### src/rtl/bsg_manycore_wh_edge_concentrator_if.sv
// Link bundle of the edge concentrator: lane-side links plus the single edge-side link.
// Each link is a packed {v, data, ready_and_rev} word.
interface bsg_manycore_wh_edge_concentrator_if #(
  parameter int wh_flit_width_p = 16,
  parameter int num_in_p        = 2
);
  localparam int wh_link_sif_width_lp = wh_flit_width_p + 2;

  logic [num_in_p-1:0][wh_link_sif_width_lp-1:0] links_i;
  logic [num_in_p-1:0][wh_link_sif_width_lp-1:0] links_o;
  logic [wh_link_sif_width_lp-1:0]               concentrated_link_i;
  logic [wh_link_sif_width_lp-1:0]               concentrated_link_o;

  modport master (
    output links_i,
    output concentrated_link_i,
    input  links_o,
    input  concentrated_link_o
  );

  modport slave (
    input  links_i,
    input  concentrated_link_i,
    output links_o,
    output concentrated_link_o
  );
endinterface

### src/rtl/bsg_manycore_wh_edge_concentrator.sv
// Edge concentrator: merges num_in_p vcache wormhole lanes into one link and
// steers returning packets back to their lane using the header cid.

module bsg_manycore_wh_edge_concentrator_fifo #(
  parameter int width_p = 16
) (
  input  logic               clk_i,
  input  logic               reset_i,
  input  logic               v_i,
  input  logic [width_p-1:0] data_i,
  output logic               ready_o,
  output logic               v_o,
  output logic [width_p-1:0] data_o,
  input  logic               yumi_i
);
  logic [1:0][width_p-1:0] r_mem;
  logic                    r_wPtr;
  logic                    r_rPtr;
  logic [1:0]              r_count;
  logic                    w_enq;
  logic                    w_deq;

  // Ready depends only on occupancy, so no ready-to-ready path crosses the block
  assign ready_o = ~reset_i & (r_count != 2'd2);
  assign v_o     = (r_count != 2'd0);
  assign data_o  = r_mem[r_rPtr];
  assign w_enq   = v_i & ready_o;
  assign w_deq   = yumi_i & v_o;

  always_ff @(posedge clk_i or posedge reset_i) begin
    if (reset_i) begin
      r_mem   <= '0;
      r_wPtr  <= 1'b0;
      r_rPtr  <= 1'b0;
      r_count <= 2'd0;
    end else begin
      if (w_enq) begin
        r_mem[r_wPtr] <= data_i;
        r_wPtr        <= ~r_wPtr;
      end
      if (w_deq) r_rPtr <= ~r_rPtr;
      r_count <= r_count + {1'b0, w_enq} - {1'b0, w_deq};
    end
  end
endmodule

module bsg_manycore_wh_edge_concentrator #(
  parameter int wh_flit_width_p = 16,
  parameter int wh_cid_width_p  = 4,
  parameter int wh_len_width_p  = 4,
  parameter int wh_cord_width_p = 4,
  parameter int num_in_p        = 2
) (
  input logic clk_i,
  input logic reset_i,
  bsg_manycore_wh_edge_concentrator_if.slave link_if
);
  localparam int lg_num_in_lp         = (num_in_p > 1) ? $clog2(num_in_p) : 1;
  localparam int wh_link_sif_width_lp = wh_flit_width_p + 2;
  localparam int lenLsb_lp            = wh_cord_width_p;
  localparam int cidLsb_lp            = wh_cord_width_p + wh_len_width_p;

  typedef enum logic {IDLE, BUSY} state_e;

  logic [num_in_p-1:0]                            w_laneV;
  logic [num_in_p-1:0]                            w_laneReady;
  logic [num_in_p-1:0]                            w_laneYumi;
  logic [num_in_p-1:0][wh_flit_width_p-1:0]       w_laneData;
  logic [num_in_p-1:0][wh_link_sif_width_lp-1:0]  w_linksO;

  state_e                    r_fwdState, w_fwdNext;
  logic [wh_len_width_p-1:0] r_fwdCnt;
  logic [lg_num_in_lp-1:0]   r_fwdLane;
  logic [lg_num_in_lp-1:0]   r_rrPtr;
  logic                      r_fwdHold;
  logic [lg_num_in_lp-1:0]   w_arbLane;
  logic                      w_arbFound;
  logic [lg_num_in_lp-1:0]   w_fwdLane;
  logic [lg_num_in_lp-1:0]   w_rrNext;
  logic                      w_fwdV;
  logic [wh_flit_width_p-1:0] w_fwdData;
  logic [wh_len_width_p-1:0] w_fwdLen;
  logic                      w_fwdXfer;

  state_e                    r_retState, w_retNext;
  logic [wh_len_width_p-1:0] r_retCnt;
  logic [lg_num_in_lp-1:0]   r_retLane;
  logic                      w_retV;
  logic                      w_retReady;
  logic [wh_flit_width_p-1:0] w_retData;
  logic [wh_len_width_p-1:0] w_retLen;
  logic [wh_cid_width_p-1:0] w_retCid;
  logic [lg_num_in_lp-1:0]   w_retLane;
  logic                      w_retXfer;

  for (genvar i = 0; i < num_in_p; i++) begin : g_lane
    bsg_manycore_wh_edge_concentrator_fifo #(.width_p(wh_flit_width_p)) laneFifo (
      .clk_i   (clk_i),
      .reset_i (reset_i),
      .v_i     (link_if.links_i[i][wh_link_sif_width_lp-1]),
      .data_i  (link_if.links_i[i][wh_link_sif_width_lp-2:1]),
      .ready_o (w_laneReady[i]),
      .v_o     (w_laneV[i]),
      .data_o  (w_laneData[i]),
      .yumi_i  (w_laneYumi[i])
    );
  end

  bsg_manycore_wh_edge_concentrator_fifo #(.width_p(wh_flit_width_p)) retFifo (
    .clk_i   (clk_i),
    .reset_i (reset_i),
    .v_i     (link_if.concentrated_link_i[wh_link_sif_width_lp-1]),
    .data_i  (link_if.concentrated_link_i[wh_link_sif_width_lp-2:1]),
    .ready_o (w_retReady),
    .v_o     (w_retV),
    .data_o  (w_retData),
    .yumi_i  (w_retXfer)
  );

  // Round-robin search begins at r_rrPtr, the lane after the last granted one
  always_comb begin
    w_arbLane  = '0;
    w_arbFound = 1'b0;
    for (int k = 0; k < num_in_p; k++) begin
      int idx;
      idx = (int'(r_rrPtr) + k) % num_in_p;
      if (!w_arbFound && w_laneV[lg_num_in_lp'(idx)]) begin
        w_arbFound = 1'b1;
        w_arbLane  = lg_num_in_lp'(idx);
      end
    end
  end

  assign w_fwdLane = (r_fwdState == BUSY || r_fwdHold) ? r_fwdLane : w_arbLane;
  assign w_fwdV    = w_laneV[w_fwdLane];
  assign w_fwdData = w_laneData[w_fwdLane];
  assign w_fwdLen  = w_fwdData[lenLsb_lp +: wh_len_width_p];
  assign w_fwdXfer = w_fwdV & link_if.concentrated_link_i[0];
  assign w_rrNext  = (int'(w_fwdLane) == num_in_p - 1) ? '0 : w_fwdLane + 1'b1;

  always_comb begin
    w_laneYumi = '0;
    w_laneYumi[w_fwdLane] = w_fwdXfer;
  end

  assign w_retCid  = w_retData[cidLsb_lp +: wh_cid_width_p];
  assign w_retLen  = w_retData[lenLsb_lp +: wh_len_width_p];
  assign w_retLane = (r_retState == BUSY) ? r_retLane : lg_num_in_lp'(w_retCid);
  assign w_retXfer = w_retV & link_if.links_i[w_retLane][0];

  always_comb begin
    w_linksO = '0;
    for (int i = 0; i < num_in_p; i++) begin
      w_linksO[i] = {w_retV && (int'(w_retLane) == i), w_retData, w_laneReady[i]};
    end
  end

  assign link_if.links_o             = w_linksO;
  assign link_if.concentrated_link_o = {w_fwdV, w_fwdData, w_retReady};

  always_ff @(posedge clk_i or posedge reset_i) begin
    if (reset_i) begin
      r_fwdState <= IDLE;
      r_retState <= IDLE;
    end else begin
      r_fwdState <= w_fwdNext;
      r_retState <= w_retNext;
    end
  end

  // A header with len==0 is a whole packet, so only a nonzero len enters BUSY
  always_comb begin
    w_fwdNext = r_fwdState;
    w_retNext = r_retState;
    case (r_fwdState)
      IDLE:    if (w_fwdXfer && w_fwdLen != '0) w_fwdNext = BUSY;
      BUSY:    if (w_fwdXfer && r_fwdCnt == wh_len_width_p'(1)) w_fwdNext = IDLE;
      default: w_fwdNext = IDLE;
    endcase
    case (r_retState)
      IDLE:    if (w_retXfer && w_retLen != '0) w_retNext = BUSY;
      BUSY:    if (w_retXfer && r_retCnt == wh_len_width_p'(1)) w_retNext = IDLE;
      default: w_retNext = IDLE;
    endcase
  end

  // A stalled grant is pinned so a newly valid lane cannot steal the output
  always_ff @(posedge clk_i or posedge reset_i) begin
    if (reset_i) begin
      r_fwdCnt  <= '0;
      r_fwdLane <= '0;
      r_rrPtr   <= '0;
      r_fwdHold <= 1'b0;
    end else if (r_fwdState == IDLE) begin
      r_fwdHold <= w_fwdV & ~w_fwdXfer;
      if (w_fwdV) r_fwdLane <= w_fwdLane;
      if (w_fwdXfer) begin
        r_fwdCnt <= w_fwdLen;
        if (w_fwdLen == '0) r_rrPtr <= w_rrNext;
      end
    end else if (w_fwdXfer) begin
      r_fwdCnt <= r_fwdCnt - 1'b1;
      if (r_fwdCnt == wh_len_width_p'(1)) r_rrPtr <= w_rrNext;
    end
  end

  always_ff @(posedge clk_i or posedge reset_i) begin
    if (reset_i) begin
      r_retCnt  <= '0;
      r_retLane <= '0;
    end else if (w_retXfer) begin
      if (r_retState == IDLE) begin
        r_retCnt  <= w_retLen;
        r_retLane <= w_retLane;
      end else begin
        r_retCnt  <= r_retCnt - 1'b1;
      end
    end
  end

  cidRange: assert property (@(posedge clk_i) disable iff (reset_i)
    (r_retState == IDLE && w_retV) |-> (int'(w_retCid) < num_in_p))
    else $error("return header cid %0d has no lane", w_retCid);
endmodule

### src/flat_wrapper.sv
// flat-port wrapper written by rule: the top's interface ports become plain ports
module bsg_manycore_wh_edge_concentrator_flat 
#(
  parameter int wh_flit_width_p = 16,
  parameter int wh_cid_width_p  = 4,
  parameter int wh_len_width_p  = 4,
  parameter int wh_cord_width_p = 4,
  parameter int num_in_p        = 2
)
  (clk_i, reset_i, link_if_links_i, link_if_concentrated_link_i, link_if_links_o, link_if_concentrated_link_o);
  bsg_manycore_wh_edge_concentrator_if #(.wh_flit_width_p(wh_flit_width_p), .num_in_p(num_in_p)) link_if_i ();
  input logic clk_i;
  input logic reset_i;
  input wire logic [$bits(link_if_i.links_i)-1:0] link_if_links_i;
  input wire logic [$bits(link_if_i.concentrated_link_i)-1:0] link_if_concentrated_link_i;
  output wire logic [$bits(link_if_i.links_o)-1:0] link_if_links_o;
  output wire logic [$bits(link_if_i.concentrated_link_o)-1:0] link_if_concentrated_link_o;
  assign link_if_i.links_i = link_if_links_i;
  assign link_if_i.concentrated_link_i = link_if_concentrated_link_i;
  assign link_if_links_o = link_if_i.links_o;
  assign link_if_concentrated_link_o = link_if_i.concentrated_link_o;
  bsg_manycore_wh_edge_concentrator #(.wh_flit_width_p(wh_flit_width_p), .wh_cid_width_p(wh_cid_width_p), .wh_len_width_p(wh_len_width_p), .wh_cord_width_p(wh_cord_width_p), .num_in_p(num_in_p)) u_core (.clk_i(clk_i), .reset_i(reset_i), .link_if(link_if_i));
endmodule
### config.mk
export PLATFORM = sky130hd
export DESIGN_NAME = bsg_manycore_wh_edge_concentrator_flat
export DESIGN_NICKNAME = d
export VERILOG_FILES = /design/src/rtl/bsg_manycore_wh_edge_concentrator_if.sv /design/src/rtl/bsg_manycore_wh_edge_concentrator.sv /design/src/flat_wrapper.sv
export SDC_FILE = /design/constraint.sdc
export NUM_CORES = 1
export LEC_CHECK = 0
export ABC_AREA = 1
export BUFFER_PORTS_ARGS = -buffer_cell sky130_fd_sc_hd__buf_2
export CORE_UTILIZATION = 45
export CTS_CLUSTER_SIZE = 25
export DETAILED_ROUTE_END_ITERATION = 8
export HOLD_SLACK_MARGIN = 0.12
export PLACE_DENSITY = 0.65
export RECOVER_POWER = 100
export REMOVE_ABC_BUFFERS = 1
export SYNTH_ARGS = -nofsm -noshare
export SYNTH_HDL_FRONTEND = slang
export SYNTH_SLANG_ARGS = --single-unit
### constraint.sdc
create_clock -name clk_i -period 4.26 [get_ports clk_i]
set_input_delay 0 -clock clk_i [delete_from_list [all_inputs] [get_ports clk_i]]
set_output_delay 0 -clock clk_i [all_outputs]
set_load 0.01 [all_outputs]
Word-level counts from Yosys, hierarchy flattened --
Cells that the tools add are included.
Cells by class: eq/ne operators 6, add/subtract/negate cells 10, reduce and logical (&&, ||, !) cells 23, muxes and demuxes 48, bitwise gates (word level) 24, $lt $le $gt $ge 14
Operator list (number):
- 2-to-1 mux 16 bit | 11
- bitwise mux 32 bit | 3
- demux 16 bit (select 1 bit) | 3
- 2-to-1 mux 1 bit | 24
- less-than comparator 1 x 2 -> 1 bit, second input constant | 8
- 2-to-1 mux 4 bit | 4
- AND 1 bit | 12
- logical AND 1 bit | 11
- inverter 1 bit | 11
- equality test 4 x 1 -> 1 bit, second input constant | 2
- inequality test 2 bit, second input constant | 4
- nonzero test 2 bit | 4
- nonzero test 4 bit | 2
- subtractor 4 x 1 -> 4 bit, second input constant | 2
- adder 2 x 1 -> 2 bit | 3
- less-than comparator 1 x 3 -> 1 bit, second input constant | 2
- subtractor 2 x 1 -> 2 bit | 3
- greater-or-equal comparator 1 bit, second input constant | 4
- zero test 4 bit | 1
- one-hot mux 1 bit (2 select lines) | 2
- AND reduction 2 bit | 2
- AND reduction 3 bit | 1
- adder 1 bit, second input constant | 2
- AND 2 bit | 1
- other kinds (3) | 3
Word-level totals: output and inout port bits 54, logic and storage cells 148, register bits 122, bits of input ports 56

Longest topological paths before layout --
Gate-level depths: netlist of the first run.
depth after elaboration 15, mapped depth 15, gate-level depth less buffers 14

Modules after synthesis --
Synthesis of the first run repeated with hierarchy kept, for this count alone.
Unflattened totals: cells, all modules 834, area total of the unflattened synthesis 6637.6 sq um
By module, submodules not included:
- bsg_manycore_wh_edge_concentrator_fifo | seq. area each 900.9 sq um, area each 1788.0 sq um, times used 3, cells an instance 215
- bsg_manycore_wh_edge_concentrator | seq. area each 350.3 sq um, area each 1273.7 sq um, times used 1, cells an instance 189

Worst setup path after synthesis of the first run --
No wires, ideal clock.
path type register -> register, start register u_core.retFifo.r_rPtr, end register u_core.retFifo.r_count[1], clock period less this slack 2.042 ns, slack 2.218 ns, library setup time 0.129 ns, arrival 1.914 ns, required time 4.131 ns, stages on the path, launching flop included 16, path buffers 2, cells stage by stage dfrtp_1 buf_6 inv_4 nand2_2 nand2_2 nor2_4 nor2_4 a21oi_4 nand2_1 nand2_2 buf_6 ha_1 inv_1 ha_1 xnor2_1 xor2_1
On the way: longest elaborated chain between the ends 8
Ends and longest elaborated chain:
- start, declared | line bsg_manycore_wh_edge_concentrator.sv:18 | logic r_rPtr;
- start signal, assigned | line bsg_manycore_wh_edge_concentrator.sv:41 | if (w_deq) r_rPtr <= ~r_rPtr;
- 2-to-1 mux 16 bit (implied by the code) (2 in a row) | line bsg_manycore_wh_edge_concentrator.sv:26 | assign data_o = r_mem[r_rPtr];
- named net link_if_links_o[9] | line flat_wrapper.sv:16 | output wire logic [$bits(link_if_i.links_o)-1:0] link_if_links_o;
- 2-to-1 mux 1 bit | line bsg_manycore_wh_edge_concentrator.sv:148 | assign w_retLane = (r_retState == BUSY) ? r_retLane : lg_num_in_lp'(w_retCid);
- 2-to-1 mux 1 bit (implied by the code) (2 in a row) | line bsg_manycore_wh_edge_concentrator.sv:149 | assign w_retXfer = w_retV & link_if.links_i[w_retLane][0];
- AND 1 bit | line bsg_manycore_wh_edge_concentrator.sv:149
- AND 1 bit | line bsg_manycore_wh_edge_concentrator.sv:28 | assign w_deq = yumi_i & v_o;
- named net u_core.retFifo.w_deq | line bsg_manycore_wh_edge_concentrator.sv:21 | logic w_deq;
- subtractor 2 x 1 -> 2 bit | line bsg_manycore_wh_edge_concentrator.sv:42 | r_count <= r_count + {1'b0, w_enq} - {1'b0, w_deq};
- end signal, assigned | line bsg_manycore_wh_edge_concentrator.sv:42
- end, declared | line bsg_manycore_wh_edge_concentrator.sv:19 | logic [1:0] r_count;
The timed path passes the listed nets, and every way through them passes these cells. The select of a mux whose other input is x is not followed. A chain may end at the register's enable or synchronous reset.

Worst setup path after layout of the first run --
start register u_core.r_fwdState, end register u_core.g_lane[0].laneFifo.r_count[1]
On the way: longest elaborated chain between the ends 9, elaborated cells on any way between the ends 13, those cells by class add/sub: 1; order compare: 2; mux: 5; bitwise: 3; reduce/logical: 2
Ends and longest elaborated chain:
- start, declared | line bsg_manycore_wh_edge_concentrator.sv:71 | state_e r_fwdState, w_fwdNext;
- start signal, assigned | line bsg_manycore_wh_edge_concentrator.sv:166 | r_fwdState <= w_fwdNext;
- logical OR 1 bit (*) | line bsg_manycore_wh_edge_concentrator.sv:134 | assign w_fwdLane = (r_fwdState == BUSY || r_fwdHold) ? r_fwdLane : w_arbLane;
- 2-to-1 mux 1 bit (*) | line bsg_manycore_wh_edge_concentrator.sv:134
- less-than comparator 1 x 2 -> 1 bit (implied by the code) / greater-or-equal comparator 1 bit (equally long branches) | line bsg_manycore_wh_edge_concentrator.sv:143 | w_laneYumi[w_fwdLane] = w_fwdXfer;
- logical AND 1 bit (implied by the code) | line bsg_manycore_wh_edge_concentrator.sv:143
- 2-to-1 mux 1 bit (implied by the code) | line bsg_manycore_wh_edge_concentrator.sv:143
- demux 1 bit (select 1 bit)
- AND 2 bit (no source line) (*)
- AND 1 bit (*) | line bsg_manycore_wh_edge_concentrator.sv:28
- named net u_core.g_lane[0].laneFifo.w_deq | line bsg_manycore_wh_edge_concentrator.sv:21
- subtractor 2 x 1 -> 2 bit (*) | line bsg_manycore_wh_edge_concentrator.sv:42
- end signal, assigned | line bsg_manycore_wh_edge_concentrator.sv:42
- end, declared | line bsg_manycore_wh_edge_concentrator.sv:19
Mark *: on every way through the listed nets, which the timed path passes. The rest lies on a longest branch. The select of a mux whose other input is x is not followed.

==> flow_metrics.py, run 1 <==
metrics = {
    "sta": {
        "setup-violations-final": 0,
        "worst_pin_slew_ns": 1.962,
        "worst_hold_slack_ns": 0.4043,
        "period_minus_slack_ns": 3.310,
        "skew_ns": 0.006173,
        "grt_setup_unrepaired": "false",
        "period_share": 0.7769,
        "slew_headroom": -0.3082,
        "report.final.slew_viol_count": 72,
        "clock.fmax_ghz": 0.3021,
        "tns_ns": 0,
        "hold_viol_final": 0,
    },
    "clocking": {
        "ctsLongestPathBuffers": 2,
        "h-tree-depth": 4,
        "cts_tree": "yes",
        "path_clk_slew_ns": 0.05,
        "cts_buffers": 17,
        "root_buffer": "clkbuf_16",
        "clk_latency_ns": 0.41,
        "cts_resized": 0,
        "cts_setup_buffers": 0,
        "clock-sinks": 122,
        "ctsHoldBuffers": 59,
    },
    "floorplan": {
        "coreArea_mm2": 0.01335,
        "die_w_um": 119.5,
        "std_cell_rows": 42,
        "initial_core_util": 0.4656,
        "die_h_um": 119.5,
        "num_io_pins": 110,
        "die_area_mm2": 0.01428,
    },
    "layout": {
        "final_cell_mix": "nand2_1 (205), o21ai_0 (129), dfrtp_1 (122)",
        "final_common_cell": "nand2_1",
        "drive_gt1_frac": 0.1289,
        "syn_to_final_growth_pct": 20.78,
        "seq_area_mm2": 0.003053,
        "fillerInstances": 1254,
        "nets": 916,
        "antennaDiodeCount": 0,
        "final_cell_count_no_fill": 1037,
        "multi_input_area_mm2": 0.002213,
    },
    "power": {
        "total_power_uw": 5846,
        "switchingPower_uw": 2384,
        "netSwitchingFraction": 0.4078,
        "power_density_mw_per_mm2": 778.8,
        "intPower_uw": 3462,
        "seqPwrFrac": 0.367,
        "power.share.clock": 0.229,
        "leakage_uw": 0.003826,
        "p_comb_frac": 0.404,
        "ir_drop_mv": 0.4258,
    },
    "placed_design": {
        "port_buffers": 109,
        "gp_congestion": 0.8204,
        "dp_hpwl_um": 8658,
        "dp_cells": 948,
    },
    "detailed_routing": {
        "remaining_drc_errors": 0,
        "wl_per_cell_um": 13.07,
        "drt_wl_total_um": 13550,
        "drt_iter0_markers": 288,
        "ant_nets": 0,
        "num_vias": 5024,
        "via_per_inst": 4.845,
        "firstDrtPassIters": 5,
    },
    "synth": {
        "synth_edf_count": 0,
        "netlist_instances": 715,
        "ys_seq_area_frac": 0.4912,
        "synth_warnings": 0,
        "synth_top_area_share": 0.4912,
        "synth-async-reset-ratio": 1.000,
        "ys_ff_latch": 122,
        "avgSynthCellArea_um2": 8.692,
        "syn-cell-area_mm2": 0.006215,
        "synth_area_leaders": "dfrtp_1 (49%), nand2_1 (12%), o21ai_0 (6.2%)",
        "synth-main-ff-cell": "dfrtp_1",
        "synth_area_leader_cell": "dfrtp_1",
        "ys_types": 39,
    },
    "global_routing": {
        "grt_usage": 0.2042,
        "grt_pass1_wl_um": 23010,
        "antenna_found_initial": 0,
        "grt_start_max_net_pins": 87,
        "overflow": 0,
        "grt_pass1_vias": 4900,
    },
    "min_path": {
        "min_path_type": "in -> reg",
    },
    "setup_path": {
        "worstPathRequired_ns": 4.59,
        "worstSetupPathType": "reg -> reg",
        "crit_arrival_ns": 3.64,
        "critPathMaxFanout": 30,
        "crit_path_end_kind": "flip-flop",
        "timing.critical_path.from_type": "flip-flop",
    },
    "status": {
        "violations": "max-capacitance violations, max-slew violations",
        "status": "finished, violations left",
    },
    "flow_run": {
        "drv_cap": 2,
    },
}
[cells in the mapped netlist (10+ instances only)]
| library cell | instances |
|---|---|
| buf_4 | 21 |
| nand3_1 | 14 |
| o21ai_0 | 77 |
| nand2_1 | 196 |
| dfrtp_1 | 122 |
| clkbuf_1 | 12 |
| inv_1 | 92 |
| ha_1 | 10 |
| o21ai_1 | 36 |
| o21ai_2 | 22 |
| buf_6 | 12 |
| mux2i_1 | 12 |
| o211ai_1 | 13 |
[final cells by class]
class	count	area share
Multi-Input combinational cell	440	0.2949
Timing Repair Buffer	171	0.1450
Clock inverter	8	0.009335
Tap cell	176	0.02934
Clock buffer	22	0.06451
Inverter	98	0.05017
Sequential cell	122	0.4067
[layer usage]
metal	wire, µm	GRT usage	part of all wire	vias to the layer above
met5	0	0	0	-
met4	194	0.08672	0.014	0
met3	615	0.04230	0.045	14
met2	6508	0.3356	0.48	132
met1	6232	0.2615	0.46	2371
li1	-	-	-	2507
[per-stage QoR]
stage          setup WS, ns  cell area, µm²    util
2_1_floorplan         1.017            5828       -
5_1_grt              0.6721            7506  0.5623
6_report             0.9503            7506  0.5623
3_5_place_dp          1.691            6619  0.4959
3_3_place_gp          1.787            6619  0.4959
4_1_cts               1.164            7764  0.5816
[power by group through the flow]
stage	registers, µW	clock network [µW]	logic [µW]
floorplan	2060	0	1790
global placement	2150	0	2480
detailed placement	2170	0	2570
CTS	2160	1360	2640
global route	2230	1410	2690
finish	2150	1340	2360
[sequential cells by signal (all words and copies together), names as in the netlist]
name and count:
u_core.retFifo.r_rPtr 1, u_core.g_lane.laneFifo.r_wPtr 2, u_core.r_retLane 1, u_core.r_fwdCnt 4
u_core.g_lane.laneFifo.r_rPtr 2, u_core.r_fwdLane 1, u_core.retFifo.r_count 2, u_core.r_fwdHold 1
u_core.r_fwdState 1, u_core.g_lane.laneFifo.r_count 4, u_core.r_retCnt 4, u_core.r_rrPtr 1
u_core.g_lane.laneFifo.r_mem 64, u_core.retFifo.r_wPtr 1, u_core.retFifo.r_mem 32, u_core.r_retState 1
[path summary, 6_finish.rpt]
kind	endpoint	start	cells after the start	slack [ns]
min reg2reg	u_core.g_lane[1].laneFifo.r_mem[24]$_DFFE_PP0P_	u_core.g_lane[1].laneFifo.r_mem[24]$_DFFE_PP0P_	2	0.48
max	u_core.g_lane[0].laneFifo.r_count[1]$_DFF_PP0_	u_core.r_fwdState$_DFF_PP0_	12	0.95
min	u_core.g_lane[1].laneFifo.r_mem[24]$_DFFE_PP0P_	link_if_links_i[27]	4	0.40
max in group asynchronous	u_core.g_lane[1].laneFifo.r_mem[3]$_DFFE_PP0P_	reset_i	4	1.33
min in group asynchronous	u_core.r_fwdCnt[2]$_DFFE_PP0N_	reset_i	3	0.53
max reg2reg	u_core.g_lane[0].laneFifo.r_count[1]$_DFF_PP0_	u_core.r_fwdState$_DFF_PP0_	12	0.95
[cells by family after synthesis]
logic type,after synthesis,synth area share
AOI/OAI and AO/OA,161,0.1556
xor gates and xnor gates,11,0.01550
adders and majority gates,10,0.02013
buffers and inverters,153,0.1230
DFF,122,0.4912
muxes,12,0.01933
and+or+nand+nor,246,0.1752
[worst max-delay path, cell delays in order, from the launching register on]
cell,delay [ns]
dfrtp_1,0.58
clkinvlp_2,0.33
nand2_1,0.14
nand2_1,0.18
nand2_1,0.79
inv_1,0.14
nand2_1,0.15
inv_1,0.06
ha_1,0.27
inv_1,0.04
ha_1,0.18
xnor2_1,0.19
xor2_1,0.18
Power figures use the tool's default switching activity.
==> run 2, diff against run 1 <==
==> constraint.sdc (replaced) <==
create_clock -name clk_i -period 3.35 [get_ports clk_i]
set_input_delay 0 -clock clk_i [delete_from_list [all_inputs] [get_ports clk_i]]
set_output_delay 0 -clock clk_i [all_outputs]
set_load 0.01 [all_outputs]
==> run 2 against run 1 <==
Effect of this change:
- the run still ends with max-capacitance violations, max-slew violations left
- sequential cell count unchanged
- clock power up 29%
- sequential power is 25% higher
- sequential share of layout area fell by 0.23 points
- setup slack lost 0.55 ns
- die area unchanged
- global-route usage fell by 0.14 points
- final cell count is 0.58% higher
- cell area grew 0.57%
- non-clock buffer count increased by 4
==> flow_metrics.py, run 2 (same netlist as run 1, synthesis figures left out) <==
metrics = {
    "global_routing": {
        "antenna_found_initial": 0,
        "grt_start_max_net_pins": 93,
        "grt_pass1_wl_um": 23020,
        "overflow": 0,
        "grt_pass1_vias": 4906,
        "grt_usage": 0.2028,
    },
    "layout": {
        "seq_area_mm2": 0.003053,
        "final_cell_mix": "nand2_1 (202), o21ai_0 (128), dfrtp_1 (122)",
        "nets": 920,
        "largest_reg_flops": 64,
        "drive_gt1_frac": 0.1338,
        "fillerInstances": 1264,
        "regMostFlops": "u_core.g_lane.laneFifo.r_mem",
        "reg_top3": "u_core.g_lane.laneFifo.r_mem (64), u_core.retFifo.r_mem (32)",
        "syn_to_final_growth_pct": 21.46,
        "multi_input_area_mm2": 0.002215,
        "final_common_cell": "nand2_1",
        "antennaDiodeCount": 0,
    },
    "floorplan": {
        "coreArea_mm2": 0.01335,
        "die_h_um": 119.5,
        "die_w_um": 119.5,
        "num_io_pins": 110,
        "std_cell_rows": 42,
        "die_area_mm2": 0.01428,
        "initial_core_util": 0.4656,
    },
    "setup_path": {
        "cp_cell_sequence": "inv_4 > nand2_2 > nand2_1 > nor2_1 > nor2_4 > a21oi_1 > nand2_1 > nand2_2 > dlygate4sd3_1 > o21ai_0 > dlygate4sd3_1",
        "worstSetupPathType": "reg -> reg",
        "crit_arrival_ns": 3.24,
        "crit_slowest_cell": "dlygate4sd3_1",
        "cpPeakStageDelay_ns": 0.69,
        "crit_path_end_kind": "flip-flop",
        "crit_family": "buffers and inverters",
        "worstPathRequired_ns": 3.64,
        "rrSetupSlack_ns": 0.40,
        "crit_buf_inv": 3,
        "critPathMaxFanout": 16,
        "timing.critical_path.from_type": "flip-flop",
    },
    "sta": {
        "period_minus_slack_ns": 2.954,
        "period_share": 0.8819,
        "slew_headroom": -0.2776,
        "skew_ns": 0.009222,
        "grt_setup_unrepaired": "false",
        "worst_pin_slew_ns": 1.916,
        "tns_ns": 0,
        "hold_viol_final": 0,
        "report.final.slew_viol_count": 127,
        "setup-violations-final": 0,
        "worst_hold_slack_ns": 0.3948,
        "clock.fmax_ghz": 0.3385,
    },
    "status": {
        "status": "finished, violations left",
        "violations": "max-capacitance violations, max-slew violations",
    },
    "power": {
        "power.share.clock": 0.231,
        "intPower_uw": 4457,
        "seqPwrFrac": 0.360,
        "p_comb_frac": 0.409,
        "leakage_uw": 0.003855,
        "ir_drop_mv": 0.5740,
        "switchingPower_uw": 3037,
        "netSwitchingFraction": 0.4053,
        "power_density_mw_per_mm2": 992.7,
    },
    "clocking": {
        "clock-sinks": 122,
        "cts_tree": "yes",
        "h-tree-depth": 4,
        "path_clk_slew_ns": 0.05,
        "cts_buffers": 17,
        "ctsLongestPathBuffers": 2,
        "cts_setup_buffers": 0,
        "cts_resized": 0,
        "ctsHoldBuffers": 60,
        "root_buffer": "clkbuf_16",
        "clk_latency_ns": 0.41,
    },
    "placed_design": {
        "gp_congestion": 0.7979,
        "port_buffers": 109,
        "dp_hpwl_um": 8710,
    },
    "detailed_routing": {
        "ant_nets": 0,
        "via_per_inst": 4.764,
        "wl_per_cell_um": 13.03,
        "remaining_drc_errors": 0,
        "drt_iter0_markers": 291,
        "num_vias": 4969,
        "firstDrtPassIters": 5,
        "drt_wl_total_um": 13590,
    },
    "flow_run": {
        "drv_cap": 2,
    },
    "min_path": {
        "min_path_type": "in -> reg",
    },
}
==> run 2: changes by cell type in the layout (fill, tap and decap cells not counted), moves of 2 or more <==
| cell | before | now |
|---|---|---|
| a21oi_1 | 8 | 10 |
| inv_4 | 3 | 1 |
| a21oi_4 | 2 | 0 |
| nand2_1 | 205 | 202 |
| nand2_2 | 4 | 6 |
| clkbuf_1 | 51 | 54 |
| clkinvlp_4 | 2 | 0 |
==> run 2: stage by stage <==
stage	instance area, µm²	power (µW)	worst slack (ns)	instances	utilization
5_1_grt	7548	8122	0.1970	1043	0.5655
6_report	7548	7494	0.3958	1043	0.5655
2_1_floorplan	5828	4892	0.1075	660	-
3_3_place_gp	6641	5921	1.090	951	0.4976
4_1_cts	7811	7896	0.5647	1043	0.5852
3_5_place_dp	6641	6028	1.031	951	0.4976
==> run 2: path summary, 6_finish.rpt <==
check | start | to | cells past startpoint
worst max-delay path | u_core.retFifo.r_rPtr$_DFFE_PP0P_ | u_core.r_retCnt[1]$_DFFE_PP0P_ | 11
worst min-delay path | link_if_links_i[24] | u_core.g_lane[1].laneFifo.r_mem[5]$_DFFE_PP0P_ | 4
worst max register to register | u_core.retFifo.r_rPtr$_DFFE_PP0P_ | u_core.r_retCnt[1]$_DFFE_PP0P_ | 11
worst min register to register | u_core.retFifo.r_mem[5]$_DFFE_PP0P_ | u_core.retFifo.r_mem[5]$_DFFE_PP0P_ | 2
max in group asynchronous | reset_i | u_core.retFifo.r_mem[12]$_DFFE_PP0P_ | 4
min in group asynchronous | reset_i | u_core.r_fwdCnt[1]$_DFFE_PP0N_ | 3
==> run 2: routing by layer <==
layer | part of all wire | vias up | global-route usage | wire length [µm]
li1 | - | 2513 | - | -
met1 | 0.47 | 2305 | 0.2641 | 6351
met2 | 0.47 | 138 | 0.3316 | 6437
met3 | 0.046 | 13 | 0.04373 | 621
met4 | 0.013 | 0 | 0.07656 | 176
met5 | 0 | - | 0 | 0
==> run 2: final cells by class <==
class	count	area share
multi-input combinational	440	0.2934
timing repair buffer	175	0.1477
clock inverter	7	0.008454
sequential	122	0.4044
tap	176	0.02917
clock buffer	25	0.06697
inverter	98	0.04989
==> run 2: power groups by stage <==
stage / combinational, µW / sequential, µW / clock (µW)
6_report: 3060 / 2690 / 1730
5_1_grt: 3500 / 2790 / 1830
3_3_place_gp: 3230 / 2690 / 0
4_1_cts: 3410 / 2710 / 1780
3_5_place_dp: 3310 / 2720 / 0
2_1_floorplan: 2270 / 2620 / 0
==> run 2: tightest hold or removal path, stage by stage <==
cell and delay, ns:
dlygate4sd3_1 0.52, buf_2 0.09, inv_1 0.04, o21ai_2 0.12
==> run 3, diff against run 2 <==
--- a/config.mk
+++ b/config.mk
@@ -7,6 +7,7 @@
 export LEC_CHECK = 0
 export ABC_AREA = 1
 export BUFFER_PORTS_ARGS = -buffer_cell sky130_fd_sc_hd__buf_2
+export CORE_MARGIN = 10
 export CORE_UTILIZATION = 45
 export CTS_CLUSTER_SIZE = 25
 export DETAILED_ROUTE_END_ITERATION = 8
@@ -14,6 +15,8 @@
 export PLACE_DENSITY = 0.65
 export RECOVER_POWER = 100
 export REMOVE_ABC_BUFFERS = 1
+export SLEW_MARGIN = 25
 export SYNTH_ARGS = -nofsm -noshare
 export SYNTH_HDL_FRONTEND = slang
+export SYNTH_HIERARCHICAL = 1
 export SYNTH_SLANG_ARGS = --single-unit
==> run 3 against run 2 <==
Effect of this change:
- the flow now finishes without violations
- final cell count is 11% higher
- clock power up 9%
- routed wire length up 29%
- non-clock buffer count is 2 lower
==> flow_metrics.py, run 3 <==
metrics = {
    "synth": {
        "synth_top_area_share": 0.4599,
        "synth_compound_area_frac": 0.03883,
        "ys_types": 36,
        "synth_top_family_by_area": "simple AND/OR/NAND/NOR gates",
        "netlist_instances": 834,
        "syn-cell-area_mm2": 0.006638,
        "avgSynthCellArea_um2": 7.959,
        "synth.area.mux_share": 0,
        "synth_area_leader_cell": "dfrtp_1",
        "synth_area_leaders": "dfrtp_1 (46%), nand2_1 (23%), nand4_1 (9.0%)",
        "synthAdderAreaFrac": 0.01885,
        "synth_edf_count": 0,
        "synth-main-ff-cell": "dfrtp_1",
        "ys_seq_area_frac": 0.4599,
        "synth_warnings": 6,
        "synth_xor_area_frac": 0.01451,
        "synth_common_cells": "nand2_1 (414), dfrtp_1 (122), nand4_1 (96), buf_4 (27), buf_2 (26)",
        "synth-async-reset-ratio": 1.000,
        "synthSimpleGateAreaFrac": 0.3747,
        "post-synth-top-count-cell": "nand2_1",
        "ys_ff_latch": 122,
    },
    "setup_path": {
        "crit_slowest_cell": "clkbuf_1",
        "r2r-end": "u_core/retFifo/r_count[1]$_DFF_PP0_",
        "critPathMaxFanout": 34,
        "crit_arrival_ns": 3.05,
        "crit_buf_inv": 4,
        "timing.critical_path.from_type": "input port",
        "cpPeakStageDelay_ns": 1.06,
        "worstPathRequired_ns": 3.65,
        "cp_cell_sequence": "dlygate4sd3_1 > clkbuf_1 > a21oi_4 > clkbuf_1 > nand2_1 > ha_1 > inv_1 > ha_1 > xnor2_1",
        "rr_startpoint": "u_core/retFifo/r_count[1]$_DFF_PP0_",
        "rrSetupSlack_ns": 0.62,
        "crit_family": "buffers and inverters",
        "crit_path_end_kind": "flip-flop",
        "worstSetupPathType": "in -> reg",
        "rr_worst_depth": 7,
    },
    "sta": {
        "period_share": 0.8204,
        "tns_ns": 0,
        "hold_viol_final": 0,
        "worst_pin_slew_ns": 1.431,
        "setup-violations-final": 0,
        "report.final.slew_viol_count": 0,
        "grt_setup_unrepaired": "false",
        "skew_ns": 0.008064,
        "slew_headroom": 0.04589,
        "clock.fmax_ghz": 0.3638,
        "period_minus_slack_ns": 2.748,
    },
    "layout": {
        "fillerInstances": 1389,
        "largest_reg_flops": 64,
        "drive_gt1_frac": 0.1274,
        "antennaDiodeCount": 0,
        "nets": 1026,
        "reg_top3": "u_core/g_lane.laneFifo/r_mem (64), u_core/retFifo/r_mem (32)",
        "final_common_cell": "nand2_1",
        "multi_input_area_mm2": 0.002944,
        "final_util": 0.5575,
        "syn_to_final_growth_pct": 21.60,
        "final_cell_mix": "nand2_1 (419), dfrtp_1 (122), nand4_1 (96)",
        "seq_area_mm2": 0.003053,
        "regMostFlops": "u_core/g_lane.laneFifo/r_mem",
    },
    "floorplan": {
        "die_area_mm2": 0.02001,
        "num_io_pins": 110,
        "die_w_um": 141.5,
        "coreArea_mm2": 0.01448,
        "initial_core_util": 0.4584,
        "std_cell_rows": 44,
        "die_h_um": 141.5,
    },
    "clocking": {
        "cts_resized": 0,
        "clk_latency_ns": 0.42,
        "root_buffer": "clkbuf_16",
        "ctsLongestPathBuffers": 2,
        "cts_buffers": 17,
        "cts_tree": "yes",
        "cts_setup_buffers": 0,
        "h-tree-depth": 4,
        "clock-sinks": 122,
        "path_clk_slew_ns": 0.06,
    },
    "power": {
        "power_density_mw_per_mm2": 1007,
        "leakage_uw": 0.004224,
        "ir_drop_mv": 0.5077,
        "power.share.clock": 0.232,
        "netSwitchingFraction": 0.4404,
        "p_comb_frac": 0.430,
        "seqPwrFrac": 0.338,
        "switchingPower_uw": 3579,
        "intPower_uw": 4548,
    },
    "detailed_routing": {
        "wl_per_cell_um": 15.09,
        "drt_wl_total_um": 17460,
        "firstDrtPassIters": 5,
        "num_vias": 5902,
        "via_per_inst": 5.101,
        "remaining_drc_errors": 0,
        "drt_iter0_markers": 436,
        "ant_nets": 0,
    },
    "status": {
        "status": "finished, final reports clean",
    },
    "placed_design": {
        "gp_congestion": 0.8420,
        "dp_hpwl_um": 11220,
        "port_buffers": 109,
    },
    "global_routing": {
        "grt_usage": 0.1769,
        "overflow": 0,
        "grt_start_max_net_pins": 39,
        "grt_pass1_wl_um": 29060,
        "grt_pass1_vias": 5679,
        "antenna_found_initial": 0,
    },
    "min_path": {
        "min_path_type": "in -> reg",
        "hold_start": "link_if_links_i[17]",
        "hold_end": "u_core/g_lane[0].laneFifo/r_mem[24]$_DFFE_PP0P_",
        "hold_path_depth": 3,
    },
    "flow_run": {
        "drv_cap": 0,
    },
}
==> run 3: repair_timing <==
action / 4_1_cts / 5_1_grt
hold buffers: 55 / 0
endpoints found under the hold margin: 209 / 0
setup endpoints to repair: 0 / 0
==> run 3: how the worst max path moves through the flow <==
stage	startpoint	end	slack (ns)	cells after the start
final	reset_i	u_core/retFifo/r_count[1]$_DFF_PP0_	0.60	9
after global routing	u_core/g_lane[0].laneFifo/r_count[1]$_DFF_PP0_	u_core/g_lane[0].laneFifo/r_count[1]$_DFF_PP0_	0.39	14
after CTS	u_core/g_lane[0].laneFifo/r_count[1]$_DFF_PP0_	u_core/g_lane[1].laneFifo/r_count[1]$_DFF_PP0_	1.04	13
after detailed placement	u_core/g_lane[0].laneFifo/r_count[1]$_DFF_PP0_	u_core/g_lane[1].laneFifo/r_count[1]$_DFF_PP0_	1.05	13
after global placement	u_core/g_lane[0].laneFifo/r_count[1]$_DFF_PP0_	u_core/g_lane[1].laneFifo/r_count[1]$_DFF_PP0_	1.10	13
after floorplan	u_core/retFifo/r_rPtr$_DFFE_PP0P_	u_core/retFifo/r_count[0]$_DFF_PP0_	0.99	12
==> run 3: routing by layer <==
metal  up-vias  track usage  wire [µm]
li1       2956            -          -
met1      2761       0.2396       8082
met2       162       0.2667       8236
met3        23      0.05107        927
met4         0      0.05541        218
met5         -            0          0
==> run 3: kinds of logic after synthesis <==
group / Yosys count
AOI/OAI and AO/OA: 33
xor gates and xnor gates: 11
adders and majority gates: 10
buffers and inverters: 104
and+or+nand+nor: 554
DFF: 122
==> run 3: worst reg2reg max path: cells and delay by family (launching register included) <==
| kind | cells | cell delay (ns) |
|---|---|---|
| buffers and inverters | 2 | 1.10 |
| DFF | 1 | 0.45 |
| AOI/OAI and AO/OA | 1 | 0.16 |
| and+or+nand+nor | 1 | 0.25 |
| adders and majority gates | 2 | 0.54 |
| xor gates and xnor gates | 1 | 0.12 |
==> run 3: through the flow <==
stage | cells | hold WS [ns] | power (µW) | worst slack, ns | area (µm²)
global placement | 1070 | 0.1246 | 6308 | 1.099 | 7013
global route | 1157 | 0.1779 | 8817 | 0.3885 | 8071
floorplan | 768 | -0.1108 | 5011 | 0.9878 | 6170
finish | 1157 | 0.1683 | 8127 | 0.6015 | 8071
CTS | 1157 | 0.1530 | 8337 | 1.038 | 8173
detailed placement | 1070 | 0.1235 | 6357 | 1.049 | 7013
==> run 3: layout make-up <==
class,count,share of cell area
sequential,122,0.3782
multi-input combinational,608,0.3647
timing repair buffer,173,0.1344
clock buffer,18,0.05441
tap,184,0.02852
clock inverter,14,0.02108
inverter,38,0.01860
==> run 3: power by group through the flow <==
stage	sequential [µW]	clock, µW	combinational [µW]
after CTS	2740	1910	3680
after floorplan	2640	0	2370
final	2750	1880	3500
after global routing	2840	2000	3990
after global placement	2750	0	3560
after detailed placement	2750	0	3610
